`src/rtl/muxnto1_rr_if.sv`:
```
// Handshake bundle for the N-channel result-select mux: per-channel inputs with valid/ready,
// a registered output beat with valid/ready, and the fixed/round-robin select controls.
interface muxnto1_rr_if #(
    parameter int WIDTH    = 32,
    parameter int CHANNELS = 8,
    parameter int SEL_W    = 3
);
    logic [CHANNELS*WIDTH-1:0] d;
    logic [CHANNELS-1:0]       d_valid;
    logic [CHANNELS-1:0]       d_ready;
    logic [SEL_W-1:0]          s;
    logic                      rr_en;
    logic [WIDTH-1:0]          f;
    logic [SEL_W-1:0]          f_chan;
    logic                      f_valid;
    logic                      f_ready;

    modport master (
        output d, d_valid, s, rr_en, f_ready,
        input  d_ready, f, f_chan, f_valid
    );

    modport slave (
        input  d, d_valid, s, rr_en, f_ready,
        output d_ready, f, f_chan, f_valid
    );
endinterface

```
`src/rtl/muxnto1_rr.sv`:
```
// Registered N:1 result-select mux, fixed select or round-robin; 1-cycle latency.
// Backpressure: d_ready is granted only when the output register is empty or draining.
module muxnto1_rr #(
    parameter int WIDTH    = 32,
    parameter int CHANNELS = 8,
    parameter int SEL_W    = 3
) (
    input  logic         clk,
    input  logic         rst_n,
    muxnto1_rr_if.slave  bus
);
    logic                load;
    logic                gnt_vld;
    logic [SEL_W-1:0]    gnt;
    logic [SEL_W-1:0]    ptr;
    logic [WIDTH-1:0]    sel_dat;
    logic [CHANNELS-1:0] ready;
    int                  idx;

    assign load = !bus.f_valid || bus.f_ready;

    // Round-robin searches from the channel after the last one granted, wrapping at CHANNELS.
    always_comb begin
        gnt_vld = 1'b0;
        gnt     = '0;
        idx     = 0;
        if (!bus.rr_en) begin
            for (int i = 0; i < CHANNELS; i++) begin
                if (bus.s == SEL_W'(i) && bus.d_valid[i]) begin
                    gnt_vld = 1'b1;
                    gnt     = SEL_W'(i);
                end
            end
        end else begin
            for (int k = 1; k <= CHANNELS; k++) begin
                idx = (int'(ptr) + k) % CHANNELS;
                if (!gnt_vld && bus.d_valid[idx]) begin
                    gnt_vld = 1'b1;
                    gnt     = SEL_W'(idx);
                end
            end
        end
    end

    always_comb begin
        sel_dat = '0;
        for (int i = 0; i < CHANNELS; i++) begin
            if (gnt == SEL_W'(i)) sel_dat = bus.d[i*WIDTH +: WIDTH];
        end
    end

    // No channel is offered ready while reset is held, so nothing is consumed and dropped.
    always_comb begin
        ready = '0;
        if (rst_n && gnt_vld && load) ready[gnt] = 1'b1;
    end

    assign bus.d_ready = ready;

    always_ff @(posedge clk) begin
        if (!rst_n) begin
            bus.f       <= '0;
            bus.f_chan  <= '0;
            bus.f_valid <= 1'b0;
            ptr         <= SEL_W'(CHANNELS - 1);
        end else if (gnt_vld && load) begin
            bus.f       <= sel_dat;
            bus.f_chan  <= gnt;
            bus.f_valid <= 1'b1;
            if (bus.rr_en) ptr <= gnt;
        end else if (bus.f_ready) begin
            bus.f_valid <= 1'b0;
        end
    end
endmodule

```
`src/flat_wrapper.sv`:
```
// flat-port wrapper written by rule: the top's interface ports become plain ports
module muxnto1_rr_flat 
#(
    parameter int WIDTH    = 32,
    parameter int CHANNELS = 8,
    parameter int SEL_W    = 3
)
  (clk, rst_n, bus_d, bus_d_valid, bus_s, bus_rr_en, bus_f_ready, bus_d_ready, bus_f, bus_f_chan, bus_f_valid);
  muxnto1_rr_if #(.WIDTH(WIDTH), .CHANNELS(CHANNELS), .SEL_W(SEL_W)) bus_i ();
  input  logic clk;
  input  logic rst_n;
  input wire logic [$bits(bus_i.d)-1:0] bus_d;
  input wire logic [$bits(bus_i.d_valid)-1:0] bus_d_valid;
  input wire logic [$bits(bus_i.s)-1:0] bus_s;
  input wire logic [$bits(bus_i.rr_en)-1:0] bus_rr_en;
  input wire logic [$bits(bus_i.f_ready)-1:0] bus_f_ready;
  output wire logic [$bits(bus_i.d_ready)-1:0] bus_d_ready;
  output wire logic [$bits(bus_i.f)-1:0] bus_f;
  output wire logic [$bits(bus_i.f_chan)-1:0] bus_f_chan;
  output wire logic [$bits(bus_i.f_valid)-1:0] bus_f_valid;
  assign bus_i.d = bus_d;
  assign bus_i.d_valid = bus_d_valid;
  assign bus_i.s = bus_s;
  assign bus_i.rr_en = bus_rr_en;
  assign bus_i.f_ready = bus_f_ready;
  assign bus_d_ready = bus_i.d_ready;
  assign bus_f = bus_i.f;
  assign bus_f_chan = bus_i.f_chan;
  assign bus_f_valid = bus_i.f_valid;
  muxnto1_rr #(.WIDTH(WIDTH), .CHANNELS(CHANNELS), .SEL_W(SEL_W)) u_core (.clk(clk), .rst_n(rst_n), .bus(bus_i));
endmodule
```
`config.mk`:
```
export PLATFORM = sky130hd
export DESIGN_NAME = muxnto1_rr_flat
export DESIGN_NICKNAME = d
export VERILOG_FILES = /design/src/rtl/muxnto1_rr_if.sv /design/src/rtl/muxnto1_rr.sv /design/src/flat_wrapper.sv
export SDC_FILE = /design/constraint.sdc
export NUM_CORES = 1
export LEC_CHECK = 0
export ABC_AREA = 1
export CAP_MARGIN = 20
export CORE_UTILIZATION = 30
export DETAILED_ROUTE_END_ITERATION = 8
export PLACE_DENSITY = 0.71
export SYNTH_ARGS = -nofsm -noshare
export SYNTH_HDL_FRONTEND = slang
export SYNTH_SLANG_ARGS = --single-unit
```
`constraint.sdc`:
```
create_clock -name clk -period 3.1 [get_ports clk]
set_input_delay 0.62 -clock clk [delete_from_list [all_inputs] [get_ports clk]]
set_output_delay 0.62 -clock clk [all_outputs]
set_load 0.03 [all_outputs]
```
==> flow_metrics.env, run 1 <==
export IMPL_end_kind="primary output"
export IMPL_initial_core_utilization_pct=31.0
export IMPL_worst_setup_path_start_kind="flop"
export IMPL_p_total_w=0.00574
export IMPL_timing_max_slew_rel_slack_pct=69.7
export IMPL_commonest_cells_after_routing_fill_and_taps_aside="sky130_fd_sc_hd__clkdlybuf4s50_1, sky130_fd_sc_hd__nand2_1, sky130_fd_sc_hd__inv_1"
export IMPL_timing_setup_tns_ns=-11.89
export IMPL_layout_drive_gt1_share_pct=22.7
export IMPL_port_buffers=314
export IMPL_status="finished, violations left"
export IMPL_p_sw_w=0.00280
export IMPL_yosysSeqAreaShare_pct=15.7
export IMPL_antenna_cells_inserted=0
export IMPL_synthesis_instances=970
export IMPL_cts_hold_repair_buffers=0
export IMPL_cp_common_cell="sky130_fd_sc_hd__nor2_4"
export IMPL_dominantRegCellSynth="sky130_fd_sc_hd__dfxtp_1"
export IMPL_layout_commonest_cell="sky130_fd_sc_hd__clkdlybuf4s50_1"
export IMPL_finalCriticalPeriod_ns=3.55
export IMPL_drt_first_pass_iters=5
export IMPL_wire_length_of_the_first_global_routing_pass_mm=34.8
export IMPL_holdCritPathClass="flop to flop"
export IMPL_placementRows=46
export IMPL_irDropWorstVdd_v=0.000288
export IMPL_vias_in_the_first_global_route=6738
export IMPL_cp_buffers_inverters=4
export IMPL_worst_r2r_startpoint="u_core.ptr[0]"
export IMPL_vias=7656
export IMPL_yosysWarnings=0
export IMPL_p_clk_share_pct=8.8
export IMPL_switching_share_pct=48.8
export IMPL_cts_tree="built"
export IMPL_numCtsBuffers=5
export IMPL_reg2reg_slack_ns=-0.31
export IMPL_criticalPathCategory="flop to primary output"
export IMPL_max_cap_violations=0
export IMPL_critical_path_max_stage_delay_ns=0.36
export IMPL_wl_per_cell_um=16.8
export IMPL_layout_filler_cells=1452
export IMPL_fin_worst_skew_ns=0.00542
export IMPL_maximum_number_of_pins_on_one_net_before_global_route_repair=39
export IMPL_antenna_violations_before_repair=0
export IMPL_power_sequential_fraction_pct=12.3
export IMPL_drt_vias_per_instance=4.89
export IMPL_ant_nets=0
export IMPL_syn_nets=1243
export IMPL_holdPathStages=2
export IMPL_dp_hpwl_mm=18.5
export IMPL_hold_violations=0
export IMPL_rsz0062_at_grt="true"
export IMPL_final_critical_path_setup_slack_ns=-0.446
export IMPL_drt_iter0_markers=451
export IMPL_postPlaceCellArea_um2=8880
export IMPL_whs_endpoint="u_core.bus.f[30]"
export IMPL_worst_slew_pin_transition_ns=0.453
export IMPL_synth_edf_count=0
export IMPL_fp_coreArea_um2=16100
export IMPL_cp_data_required_time_ns=2.48
export IMPL_cp_data_arrival_time_ns=2.93
export IMPL_ys_seq_elements=39
export IMPL_worstRegToRegCells=26
export IMPL_ordered_cell_list_for_the_critical_path="inv_2, ha_4, nand3_1, nand2_2, nand2_2, nand2_4, nand4_4, nor2_4, buf_12, nand3_4, o21ai_4, buf_6, nor2_4, nor2_4, nor2_4, nand2_4, nor2_4, buf_6"
export IMPL_fin_area_um2=10300
export IMPL_maxSlewViolCount=0
export IMPL_crit_family="simple AND/OR/NAND/NOR gates"
export IMPL_ios=315
export IMPL_power_leakage_nw=4.82
export IMPL_wl_mm=26.4
export IMPL_cpMaxStageDelayCell="sky130_fd_sc_hd__dfxtp_2"
export IMPL_capture_instance_of_the_worst_register_to_register_path="u_core.bus.f[16]"
export IMPL_root_buffer="sky130_fd_sc_hd__clkbuf_16"
export IMPL_regArea_um2=786
export IMPL_violations="negative setup slack"
export IMPL_die_area_um2=17100
export IMPL_multi_input_comb_area_um2=4040
export IMPL_cts_num_sinks=39
export IMPL_worst_skew_pair_latency_ns=0.28
export IMPL_finalNetCount=1623
export IMPL_worstPathMaxFanout=6
export IMPL_grt_overflow=0
export IMPL_setup_viol=40
export IMPL_layout_area_overhead_vs_synth_pct=107
export IMPL_hold_path_startpoint="u_core.bus.f[30]"
export IMPL_cts_max_path_buffers=2
export IMPL_power_density_nw_per_um2=557
export IMPL_final_min_period_over_clock_period_pct=114
export IMPL_post_synth_instance_area_um2=4980
export IMPL_path_clk_slew_ns=0.06
export IMPL_htreeDepth=2
export IMPL_chipWidth_um=131
export IMPL_async_flop_share_pct=0
export IMPL_internal_power_w=0.00294
export IMPL_synth_lib_cells_used_distinct=38
export IMPL_die_height_um=131
export IMPL_max_freq_mhz=282
export IMPL_drc=0
export IMPL_gp_congestion=0.911
export IMPL_grt_util_all_layers_pct=26.6
export IMPL_comb_power_share_pct=78.8
export IMPL_synth_area_per_cell_um2=5.13
[timing repair]
item / 4_1_cts / 5_1_grt
pin swaps: 30 / 105
endpoints found under the setup margin: 40 / 40
buffers inserted: 19 / 26
gates cloned: 1 / 11
gates resized for setup: 54 / 172
[worst register-to-register path, cell delays in order (launching register included)]
cell and delay (ns):
sky130_fd_sc_hd__dfxtp_2 0.36, sky130_fd_sc_hd__inv_2 0.06, sky130_fd_sc_hd__ha_4 0.36, sky130_fd_sc_hd__nand3_1 0.16
sky130_fd_sc_hd__nand2_2 0.11, sky130_fd_sc_hd__nand2_2 0.07, sky130_fd_sc_hd__nand2_4 0.10, sky130_fd_sc_hd__nand4_4 0.11
sky130_fd_sc_hd__nor2_4 0.18, sky130_fd_sc_hd__buf_12 0.13, sky130_fd_sc_hd__nand3_4 0.10, sky130_fd_sc_hd__nand2_4 0.11
sky130_fd_sc_hd__nor2_4 0.05, sky130_fd_sc_hd__nor2_4 0.12, sky130_fd_sc_hd__nor2_4 0.07, sky130_fd_sc_hd__buf_6 0.11
sky130_fd_sc_hd__buf_6 0.12, sky130_fd_sc_hd__nor3_4 0.21, sky130_fd_sc_hd__buf_12 0.16, sky130_fd_sc_hd__buf_12 0.15
sky130_fd_sc_hd__nand2_1 0.07, sky130_fd_sc_hd__nand2_1 0.06, sky130_fd_sc_hd__nand2_1 0.06, sky130_fd_sc_hd__nand2_1 0.06
sky130_fd_sc_hd__nand2_1 0.05, sky130_fd_sc_hd__nand2_1 0.08, sky130_fd_sc_hd__a21oi_2 0.05
[synth_stat cells, types with 4 or more instances]
cell type	instances	area share [%]
sky130_fd_sc_hd__nor2_4	5	1.1
sky130_fd_sc_hd__dfxtp_1	39	16
sky130_fd_sc_hd__o21ai_0	119	12
sky130_fd_sc_hd__o21ai_1	41	4.1
sky130_fd_sc_hd__nand2_2	6	0.75
sky130_fd_sc_hd__inv_2	4	0.30
sky130_fd_sc_hd__clkbuf_1	21	1.6
sky130_fd_sc_hd__nand2_1	310	23
sky130_fd_sc_hd__nor2_1	86	6.5
sky130_fd_sc_hd__a21oi_1	31	3.1
sky130_fd_sc_hd__nand4_1	8	1.0
sky130_fd_sc_hd__nand3_2	8	1.6
sky130_fd_sc_hd__a21oi_2	7	1.2
sky130_fd_sc_hd__nand3_1	72	7.2
sky130_fd_sc_hd__inv_1	152	11
sky130_fd_sc_hd__buf_2	26	2.6
sky130_fd_sc_hd__buf_6	5	1.1
[per-stage QoR]
stage | worst slack, ns | instances | hold WS [ns] | utilization, %
3_5_place_dp | -0.712 | 1513 | 0.455 | 55.3
4_1_cts | -0.296 | 1541 | 0.464 | 58.2
2_1_floorplan | -0.275 | 970 | 0.594 | -
3_3_place_gp | -0.603 | 1513 | 0.452 | 55.3
6_report | -0.446 | 1567 | 0.463 | 64.2
5_1_grt | -0.537 | 1567 | 0.470 | 64.2
[cell type report]
cell class | count | area share, %
well taps | 216 | 2.62
clock buffers | 7 | 1.29
flip-flops and latches | 39 | 7.62
repair buffers | 428 | 43.4
clock inverters | 1 | 0.0486
inverters | 157 | 5.82
multi-input cells | 719 | 39.2
[worst max-delay path by stage]
stage / end / cells past startpoint / startpoint
6_report: bus_d_ready[6] / 18 / u_core.ptr[0]
5_1_grt: bus_d_ready[1] / 16 / u_core.ptr[0]
4_1_cts: bus_d_ready[3] / 17 / u_core.ptr[0]
3_5_place_dp: u_core.bus.f[30] / 21 / bus_d_valid[7]
3_3_place_gp: bus_d_ready[3] / 16 / bus_d_valid[1]
2_1_floorplan: bus_d_ready[2] / 19 / u_core.ptr[0]
[power by group through the flow]
| stage | combinational [W] | clock, W | sequential (W) |
|---|---|---|---|
| 4_1_cts | 0.00374 | 0.000520 | 0.000705 |
| 2_1_floorplan | 0.00184 | 0 | 0.000960 |
| 5_1_grt | 0.00485 | 0.000542 | 0.000724 |
| 6_report | 0.00452 | 0.000508 | 0.000709 |
| 3_3_place_gp | 0.00352 | 0 | 0.000707 |
| 3_5_place_dp | 0.00354 | 0 | 0.000714 |
[cell families (layout without fill, tap and decap cells)]
| logic type | count (synthesis) | count (layout) | synth area share, % |
|---|---|---|---|
| AO/OA/AOI/OAI | 207 | 207 | 22.0 |
| XOR/XNOR | 3 | 3 | 0.679 |
| adder cells (fa/ha/maj) | 2 | 2 | 0.503 |
| buffers and inverters | 212 | 593 | 17.5 |
| flip-flops | 39 | 39 | 15.7 |
| AND/OR/NAND/NOR | 507 | 507 | 43.7 |
[metal layers]
metal | share of wire (%) | wire (µm) | global-route usage [%]
met5 | 0 | 0 | 0
met4 | 3.1 | 823 | 7.78
met2 | 51 | 13400 | 48.8
met3 | 6.7 | 1770 | 2.65
met1 | 40 | 10400 | 32.7
[flip-flops by register name, indices dropped and copies added (netlist names)]
name,cells
u_core.bus.f,32
u_core.ptr,3
u_core.bus.f_valid,1
u_core.bus.f_chan,3
Power figures use the tool's default switching activity.
==> run 2, diff against run 1 <==
--- a/config.mk
+++ b/config.mk
@@ -9,6 +9,7 @@
 export CAP_MARGIN = 20
 export CORE_UTILIZATION = 30
 export DETAILED_ROUTE_END_ITERATION = 8
+export GPL_TIMING_DRIVEN = 0
 export PLACE_DENSITY = 0.71
 export SYNTH_ARGS = -nofsm -noshare
 export SYNTH_HDL_FRONTEND = slang
==> flow_metrics.env, run 2 (synthesized netlist as in run 1, its figures left out) <==
export IMPL_layout_drive_gt1_share_pct=13.5
export IMPL_drt_first_pass_iters=5
export IMPL_rsz0062_at_grt="true"
export IMPL_vias_in_the_first_global_route=6665
export IMPL_fp_coreArea_um2=16100
export IMPL_largest_register_ffs=32
export IMPL_die_area_um2=17100
export IMPL_worst_setup_path_start_kind="flop"
export IMPL_fin_area_um2=9410
export IMPL_wl_per_cell_um=15.5
export IMPL_ordered_cell_list_for_the_critical_path="buf_6, inv_4, buf_8, ha_4, nand3_2, nand2_1, nand2_1, nand2_1, nand4_4, buf_4, nor2_2, nor2_1, nand2_2, nor2_4, nor2_8, inv_6, nor2_4, nand2_4, buf_12, nor2_4, buf_6"
export IMPL_htreeDepth=2
export IMPL_wl_mm=23.9
export IMPL_cts_max_path_buffers=2
export IMPL_antenna_violations_before_repair=1
export IMPL_cpMaxStageDelayCell="sky130_fd_sc_hd__dfxtp_2"
export IMPL_final_min_period_over_clock_period_pct=120
export IMPL_cp_buffers_inverters=7
export IMPL_holdCritPathClass="flop to flop"
export IMPL_wire_length_of_the_first_global_routing_pass_mm=34.9
export IMPL_timing_setup_tns_ns=-14.88
export IMPL_criticalPathCategory="flop to primary output"
export IMPL_initial_core_utilization_pct=31.0
export IMPL_placementRows=46
export IMPL_end_kind="primary output"
export IMPL_maximum_number_of_pins_on_one_net_before_global_route_repair=13
export IMPL_chipWidth_um=131
export IMPL_gp_congestion=0.933
export IMPL_commonest_cells_after_routing_fill_and_taps_aside="sky130_fd_sc_hd__clkdlybuf4s50_1, sky130_fd_sc_hd__nand2_1, sky130_fd_sc_hd__inv_1"
export IMPL_ant_nets=0
export IMPL_fin_worst_skew_ns=0.00604
export IMPL_grt_overflow=0
export IMPL_root_buffer="sky130_fd_sc_hd__clkbuf_16"
export IMPL_numPlacedInstances=1500
export IMPL_power_density_nw_per_um2=532
export IMPL_place_worst_setup_slack_ns=-1.56
export IMPL_postPlaceCellArea_um2=8560
export IMPL_worst_skew_pair_latency_ns=0.29
export IMPL_grt_util_all_layers_pct=27.1
export IMPL_max_freq_mhz=269
export IMPL_irDropWorstVdd_v=0.000298
export IMPL_vias=7244
export IMPL_finalCriticalPeriod_ns=3.72
export IMPL_status="finished, violations left"
export IMPL_timing_max_slew_rel_slack_pct=58.0
export IMPL_layout_area_overhead_vs_synth_pct=89.0
export IMPL_worstPathMaxFanout=7
export IMPL_worst_slew_pin_transition_ns=0.629
export IMPL_p_total_w=0.00500
export IMPL_cp_data_required_time_ns=2.48
export IMPL_cp_data_arrival_time_ns=3.10
export IMPL_crit_family="simple AND/OR/NAND/NOR gates"
export IMPL_path_clk_slew_ns=0.06
export IMPL_cts_num_sinks=39
export IMPL_reg2reg_slack_ns=-0.37
export IMPL_hold_violations=0
export IMPL_critical_path_max_stage_delay_ns=0.33
export IMPL_top_regs="u_core.bus.f (32), u_core.bus.f_chan (3), u_core.ptr (3)"
export IMPL_max_cap_violations=0
export IMPL_layout_commonest_cell="sky130_fd_sc_hd__clkdlybuf4s50_1"
export IMPL_numCtsBuffers=5
export IMPL_drc=0
export IMPL_drt_iter0_markers=407
export IMPL_stdcell_count=1546
export IMPL_maxSlewViolCount=0
export IMPL_final_critical_path_setup_slack_ns=-0.621
export IMPL_largest_register_by_flop_count="u_core.bus.f"
export IMPL_finalNetCount=1601
export IMPL_port_buffers=314
export IMPL_die_height_um=131
export IMPL_power_leakage_nw=4.44
export IMPL_cts_tree="built"
export IMPL_drt_vias_per_instance=4.69
export IMPL_dp_hpwl_mm=18.7
export IMPL_ios=315
export IMPL_violations="negative setup slack"
export IMPL_setup_viol=40
-- run 2: cell count changes in the layout (fill, tap and decap cells not counted), sizes merged --
cell      before  now
diode          0    1
clkinvlp       0    1
clkbuf        15   33
buf          114   73
-- run 2: timing repair --
item	in CTS	in global routing
resized for setup	138	55
endpoints found under the hold margin	0	0
hold buffers	0	0
buffers inserted	34	3
endpoints found under the setup margin	40	42
pin swaps	28	10
-- run 2: routing by layer --
layer | global-route usage (%) | share of wire (%)
met2 | 49.9 | 51
met3 | 3.75 | 5.8
met5 | 0 | 0
met1 | 31.7 | 40
met4 | 9.80 | 3.0
-- run 2: where the power goes --
| group | internal, W | switching [W] |
|---|---|---|
| registers | 0.000636 | 0.0000654 |
| logic | 0.00159 | 0.00219 |
| clock network | 0.000297 | 0.000220 |
| total | 0.00253 | 0.00248 |
-- run 2: worst paths after layout --
| check | from | to | depth (start not counted) |
|---|---|---|---|
| hold / removal | u_core.bus.f[29] | u_core.bus.f[29] | 2 |
| hold reg to reg | u_core.bus.f[29] | u_core.bus.f[29] | 2 |
| setup reg to reg | u_core.ptr[0] | u_core.bus.f[9] | 24 |
| setup / recovery | u_core.ptr[0] | bus_d_ready[5] | 21 |
-- run 2: area by class of cell --
cell class	instances	area (µm²)
inverter	157	604
antenna	1	2.50
tap	216	270
buffer	55	499
sequential	39	782
multi-input combinational	719	3680
fill	1589	6650
timing repair buffer	351	3440
clock buffer	6	129
clock inverter	2	12.5
-- run 2: worst min-delay path: stages (launching register included) --
cell	delay (ns)
sky130_fd_sc_hd__dfxtp_1	0.31
sky130_fd_sc_hd__nand2_1	0.06
sky130_fd_sc_hd__a21oi_1	0.05
-- run 2: per-stage QoR --
stage	hold WS [ns]	util, %
after floorplan	0.594	-
after global placement	0.451	53.3
after detailed placement	0.455	53.3
after CTS	0.464	57.7
after global routing	0.479	58.6
final	0.463	58.6
==> run 3, diff against run 2 <==
--- a/config.mk
+++ b/config.mk
@@ -10,7 +10,7 @@
 export CORE_UTILIZATION = 30
 export DETAILED_ROUTE_END_ITERATION = 8
 export GPL_TIMING_DRIVEN = 0
-export PLACE_DENSITY = 0.71
+export PLACE_DENSITY = 0.68
 export SYNTH_ARGS = -nofsm -noshare
 export SYNTH_HDL_FRONTEND = slang
 export SYNTH_SLANG_ARGS = --single-unit
==> constraint.sdc (replaced) <==
create_clock -name clk -period 4.7 [get_ports clk]
set_input_delay 0.94 -clock clk [delete_from_list [all_inputs] [get_ports clk]]
set_output_delay 0.94 -clock clk [all_outputs]
set_load 0.03 [all_outputs]
==> flow_metrics.env, run 3 (synthesized netlist as in run 1, its figures left out) <==
export IMPL_status="finished clean"
export IMPL_power_leakage_nw=4.11
export IMPL_largest_register_by_flop_count="u_core.bus.f"
export IMPL_largest_register_ffs=32
export IMPL_worst_slew_pin_transition_ns=0.688
export IMPL_worstSetupPathDepth=16
export IMPL_root_buffer="sky130_fd_sc_hd__clkbuf_16"
export IMPL_max_cap_violations=0
export IMPL_finalCriticalPeriod_ns=4.54
export IMPL_drt_vias_per_instance=4.64
export IMPL_vias=7014
export IMPL_grt_overflow=0
export IMPL_p_total_w=0.00300
export IMPL_end_kind="primary output"
export IMPL_cp_common_cell="sky130_fd_sc_hd__nand2_1"
export IMPL_dp_hpwl_mm=18.8
export IMPL_finalNetCount=1567
export IMPL_ant_nets=0
export IMPL_worstRegToRegCells=24
export IMPL_ordered_cell_list_for_the_critical_path="clkdlybuf4s50_1, nand2_1, nand3_1, nand3_2, nand2_2, nor2_4, nand2_1, nand2_1, o21ai_0, nand3b_1, nand3_2, nand2_2, buf_6, buf_2, nor4_2, buf_4"
export IMPL_drc=0
export IMPL_ios=315
export IMPL_worst_setup_path_start_kind="input port"
export IMPL_hold_violations=0
export IMPL_drt_first_pass_iters=5
export IMPL_max_freq_mhz=220
export IMPL_wl_mm=23.1
export IMPL_placementRows=46
export IMPL_wire_length_of_the_first_global_routing_pass_mm=33.6
export IMPL_timing_setup_tns_ns=0
export IMPL_final_critical_path_setup_slack_ns=0.161
export IMPL_top_regs="u_core.bus.f (32), u_core.bus.f_chan (3), u_core.ptr (3)"
export IMPL_crit_family="simple AND/OR/NAND/NOR gates"
export IMPL_antenna_violations_before_repair=0
export IMPL_holdCritPathClass="flop to flop"
export IMPL_place_worst_setup_slack_ns=-0.715
export IMPL_criticalPathCategory="input port to primary output"
export IMPL_irDropWorstVdd_v=0.000207
export IMPL_capture_instance_of_the_worst_register_to_register_path="u_core.bus.f[17]"
export IMPL_layout_area_overhead_vs_synth_pct=73.3
export IMPL_wl_per_cell_um=15.3
export IMPL_numCtsBuffers=5
export IMPL_cts_hold_repair_buffers=0
export IMPL_vias_in_the_first_global_route=6394
export IMPL_die_height_um=131
export IMPL_rsz0062_at_grt="true"
export IMPL_cp_buffers_inverters=4
export IMPL_layout_drive_gt1_share_pct=8.34
export IMPL_port_buffers=314
export IMPL_path_clk_slew_ns=0.06
export IMPL_die_area_um2=17100
export IMPL_cp_data_arrival_time_ns=3.60
export IMPL_worst_skew_pair_latency_ns=0.28
export IMPL_antenna_cells_inserted=0
export IMPL_gp_congestion=0.844
export IMPL_cp_data_required_time_ns=3.76
export IMPL_critical_path_max_stage_delay_ns=0.47
export IMPL_timing_max_slew_rel_slack_pct=54.1
export IMPL_maxSlewViolCount=0
export IMPL_commonest_cells_after_routing_fill_and_taps_aside="sky130_fd_sc_hd__nand2_1, sky130_fd_sc_hd__clkdlybuf4s50_1, sky130_fd_sc_hd__inv_1"
export IMPL_cts_max_path_buffers=2
export IMPL_worstSetupEndpoint="bus_d_ready[2]"
export IMPL_chipWidth_um=131
export IMPL_initial_core_utilization_pct=31.0
export IMPL_power_density_nw_per_um2=348
export IMPL_htreeDepth=2
export IMPL_grt_util_all_layers_pct=26.0
export IMPL_setup_viol=0
export IMPL_maximum_number_of_pins_on_one_net_before_global_route_repair=15
export IMPL_worstPathMaxFanout=10
export IMPL_drt_iter0_markers=338
export IMPL_final_min_period_over_clock_period_pct=96.6
export IMPL_fin_worst_skew_ns=0.00427
export IMPL_cts_num_sinks=39
export IMPL_cts_tree="built"
export IMPL_cpMaxStageDelayCell="sky130_fd_sc_hd__clkdlybuf4s50_1"
export IMPL_reg2reg_slack_ns=0.64
export IMPL_crit_start="bus_d_valid[2]"
export IMPL_worst_r2r_startpoint="u_core.ptr[1]"
export IMPL_fp_coreArea_um2=16100
## run 3: cell count changes in the layout (fill, tap and decap cells not counted), moves of 8 or more
| cell | delta |
|---|---|
| sky130_fd_sc_hd__buf_2 | +16 |
| sky130_fd_sc_hd__buf_4 | -26 |
| sky130_fd_sc_hd__buf_6 | -13 |
| sky130_fd_sc_hd__clkdlybuf4s50_1 | +8 |
| sky130_fd_sc_hd__dlygate4sd2_1 | -8 |
| sky130_fd_sc_hd__nand2_1 | +11 |
| sky130_fd_sc_hd__nand3_1 | +8 |
| sky130_fd_sc_hd__nor2_1 | +9 |
| sky130_fd_sc_hd__nor2_4 | -8 |
| sky130_fd_sc_hd__o21ai_0 | +15 |
| sky130_fd_sc_hd__o21ai_1 | -14 |
## run 3: final cells by class
cell class,instances,area [µm²]
inverters,157,596
clock buffers,5,125
fillers,1696,7430
well taps,216,270
plain buffers,52,287
repair buffers,320,3160
clock inverters,3,20.0
multi-input cells,719,3390
flip-flops and latches,39,781
## run 3: how the worst min path moves through the flow
stage,start,end,slack [ns],depth (start not counted)
finish,u_core.bus.f[30],u_core.bus.f[30],0.47,2
global route,u_core.bus.f[31],u_core.bus.f[31],0.48,2
CTS,u_core.bus.f[1],u_core.bus.f[1],0.46,2
detailed placement,u_core.bus.f[1],u_core.bus.f[1],0.45,2
global placement,u_core.bus.f[10],u_core.bus.f[10],0.45,2
floorplan,u_core.bus.f[0],u_core.bus.f[0],0.59,2
## run 3: repair_timing
item / in CTS / in global routing
endpoints found under the hold margin: 0 / 0
setup buffers: 3 / 3
pin swaps: 2 / 3
gates resized for setup: 46 / 24
endpoints found under the setup margin: 8 / 8
## run 3: layer usage
| layer | share of wire (%) | routed length [µm] | track usage [%] |
|---|---|---|---|
| met2 | 51 | 11700 | 48.2 |
| met5 | 0 | 0 | 0 |
| met3 | 6.1 | 1410 | 4.80 |
| met1 | 41 | 9540 | 30.3 |
| met4 | 1.9 | 445 | 7.03 |
## run 3: worst register-to-register path: cells and delay by family, from the launching register on
kind	cells	cell delay [ns]
and+or+nand+nor	15	1.55
buffers and inverters	5	1.26
AOI/OAI and AO/OA	3	0.51
adders and majority gates	1	0.36
DFF	1	0.32
## run 3: power breakdown
group	total [W]	switching (W)	internal, W
logic	0.00220	0.00134	0.000857
registers	0.000462	0.0000434	0.000419
clock network	0.000341	0.000145	0.000196
## run 3: through the flow
step           hold WS [ns]  instance area (µm²)  std cells  util, %
2_1_floorplan         0.595                 4980        970        -
3_3_place_gp          0.451                 8390       1500     52.3
3_5_place_dp          0.454                 8390       1500     52.3
4_1_cts               0.464                 8560       1509     53.3
5_1_grt               0.484                 8630       1511     53.7
6_report              0.465                 8630       1511     53.7
==> edit: new RTL, config.mk and constraints of run 2 <==
`SEL_W` is set to 3 in 3 places; all go to 5.
--- a/src/rtl/muxnto1_rr_if.sv
+++ b/src/rtl/muxnto1_rr_if.sv
@@ -4,5 +4,5 @@
     parameter int WIDTH    = 32,
     parameter int CHANNELS = 8,
-    parameter int SEL_W    = 3
+    parameter int SEL_W    = 5
 );
     logic [CHANNELS*WIDTH-1:0] d;
--- a/src/rtl/muxnto1_rr.sv
+++ b/src/rtl/muxnto1_rr.sv
@@ -4,5 +4,5 @@
     parameter int WIDTH    = 32,
     parameter int CHANNELS = 8,
-    parameter int SEL_W    = 3
+    parameter int SEL_W    = 5
 ) (
     input  logic         clk,
--- a/src/flat_wrapper.sv
+++ b/src/flat_wrapper.sv
@@ -4,5 +4,5 @@
     parameter int WIDTH    = 32,
     parameter int CHANNELS = 8,
-    parameter int SEL_W    = 3
+    parameter int SEL_W    = 5
 )
   (clk, rst_n, bus_d, bus_d_valid, bus_s, bus_rr_en, bus_f_ready, bus_d_ready, bus_f, bus_f_chan, bus_f_valid);
Ports: changed (resized bus_f_chan and bus_s); port bits go from 315 to 319. No check against the original RTL was run, so the function may have changed too.
==> edit against run 2 <==
- the run still ends with negative setup slack left
- sequential cell count stayed put
- non-clock buffer count rose by 24
- synthesized area decreased by 5.8%
- worst setup slack got worse by 42 ps
- sequential power fell by 6.8%
- combinational power decreased by 9.2%
- wire length grew 11%
- sequential share of layout area hardly changed
- power is 6.0% lower
- design area shrank 0.31%
- critical path depth unchanged
- first-iteration DRC count is 37% higher
- via count increased by 2.4%
- critical path type unchanged
- largest cell class unchanged
- largest power group unchanged
==> edit: results (changes against run 2) <==
Status
  • Outcome: finished with violations
  • Failing checks: negative setup slack

Layout
  • Layout net count: 1471 (-8.1%)
  • Register Area: 782 µm² (unchanged)
  • Layout cell share with drive strength beyond 1: 18.5% (+5.0 points)
  • Antenna diode count: 0 (-1)
  • Finished Layout Cells: 1408 (-8.9%)
  • Fillers: 1441 (-9.3%)

Setup path
  • Arr. time, crit path: 3140 ps (+40 ps)

Route
  • First-pass DRT Iterations: 6 (+1)
  • Initial drt markers: 558 (+37%)
  • Drt total wl: 26.6 mm (+11%)

Global routing
  • Overall Global Routing Usage: 31.8% (+4.7 points)
  • Largest net degree at the start of global routing: 14 (+1)
  • First-pass GRT wire length: 39.2 mm (+12%)
  • Vias in the first global route: 7113 (+6.7%)

Place
  • Placer Congestion: 0.972 (+4.1%)
  • Dpl cell area: 8340 µm² (-2.7%)
  • Pre-CTS WS: -1590 ps (-21.9 ps)
  • Cells after DPL: 1349 (-10%)
  • HPWL after detailed placement: 20.1 mm (+7.6%)
  • Port bufs: 316 (+0.64%)

STA
  • Final worst clock skew: 9.82 ps (+3.77 ps)
  • Slew of the pin with the lowest slew margin: 668 ps (+39.0 ps)
  • Count of final setup violators: 41 (+2.5%)
  • PnR worst setup slack: -663 ps (-42.3 ps)

Power
  • Peak supply drop: 0.306 mV (+2.9%)
  • P_leak: 0.00399 µW (-10%)
  • NetSw: 2250 µW (-9.3%)

Yosys
  • Mapped Cells: 821 (-15%)
  • Ranking of synthesized cells by area: nand4_1, dfxtp_1, nand2_1
  • Netlist cell types: 40 (+5.3%)
  • Commonest cells in the netlist: nand2_1, nand4_1, nor2_1, nand3_1, inv_1
==> edit: worst max-delay path, delay by kind of cell (launching register included) <==
| family | cells | cell delay [ps] |
|---|---|---|
| DFF | 1 | 340 |
| and+or+nand+nor | 12 | 1240 |
| buffers and inverters | 7 | 690 |
| AOI/OAI and AO/OA | 1 | 260 |
| adders and majority gates | 1 | 300 |
==> edit: power by group through the flow <==
stage                     combinational (µW)  clock [µW]  sequential [µW]
after floorplan                         1550           0              851
after global placement                  2870           0              659
after detailed placement                2870           0              662
after CTS                               3310         613              652
after global routing                    3660         636              665
final                                   3440         614              653
==> edit: path summary, 6_finish.rpt <==
check	start	slack, ps	cells after the start	to
min reg2reg	u_core.bus.f[25]$_SDFFE_PN0P_	460	2	u_core.bus.f[25]$_SDFFE_PN0P_
max reg2reg	u_core.ptr[0]$_SDFFE_PN1P_	-540	27	u_core.bus.f[24]$_SDFFE_PN0P_
min	u_core.bus.f[25]$_SDFFE_PN0P_	460	2	u_core.bus.f[25]$_SDFFE_PN0P_
max	u_core.ptr[0]$_SDFFE_PN1P_	-660	21	bus_d_ready[7]
==> edit: per-stage QoR <==
stage,TNS [ps],hold WS (ps)
floorplan,-1060,595
global placement,-34590,451
detailed placement,-36330,456
CTS,-15670,464
global route,-26730,485
finish,-19940,464
==> edit: area by class of cell <==
class | instances | area share, %
clock buffers | 5 | 1.33
plain buffers | 63 | 5.57
clock inverters | 3 | 0.467
multi-input cells | 638 | 39.3
flip-flops and latches | 39 | 8.33
well taps | 211 | 2.81
inverters | 82 | 3.55
repair buffers | 367 | 38.6
==> edit: per-layer routing <==
metal / up-vias / global-route usage (%) / part of all wire [%]
li1: 3581 / - / -
met1: 3392 / 37.2 / 39
met5: - / 0 / 0
met2: 386 / 58.9 / 50
met3: 58 / 6.16 / 7.8
met4: 0 / 8.33 / 2.5
==> edit: kinds of logic after synthesis <==
kind of cell	share of synthesized area, %
other	0.0799
DFF	16.6
AOI/OAI and AO/OA	13.1
buffers and inverters	14.1
xor gates and xnor gates	0.720
adders and majority gates	0.533
and+or+nand+nor	54.8
==> edit: repair_timing <==
action	4_1_cts	5_1_grt
endpoints found under the setup margin	43	41
gates cloned	0	0
gates resized for setup	147	27
setup buffers	43	8
pin swaps	36	9
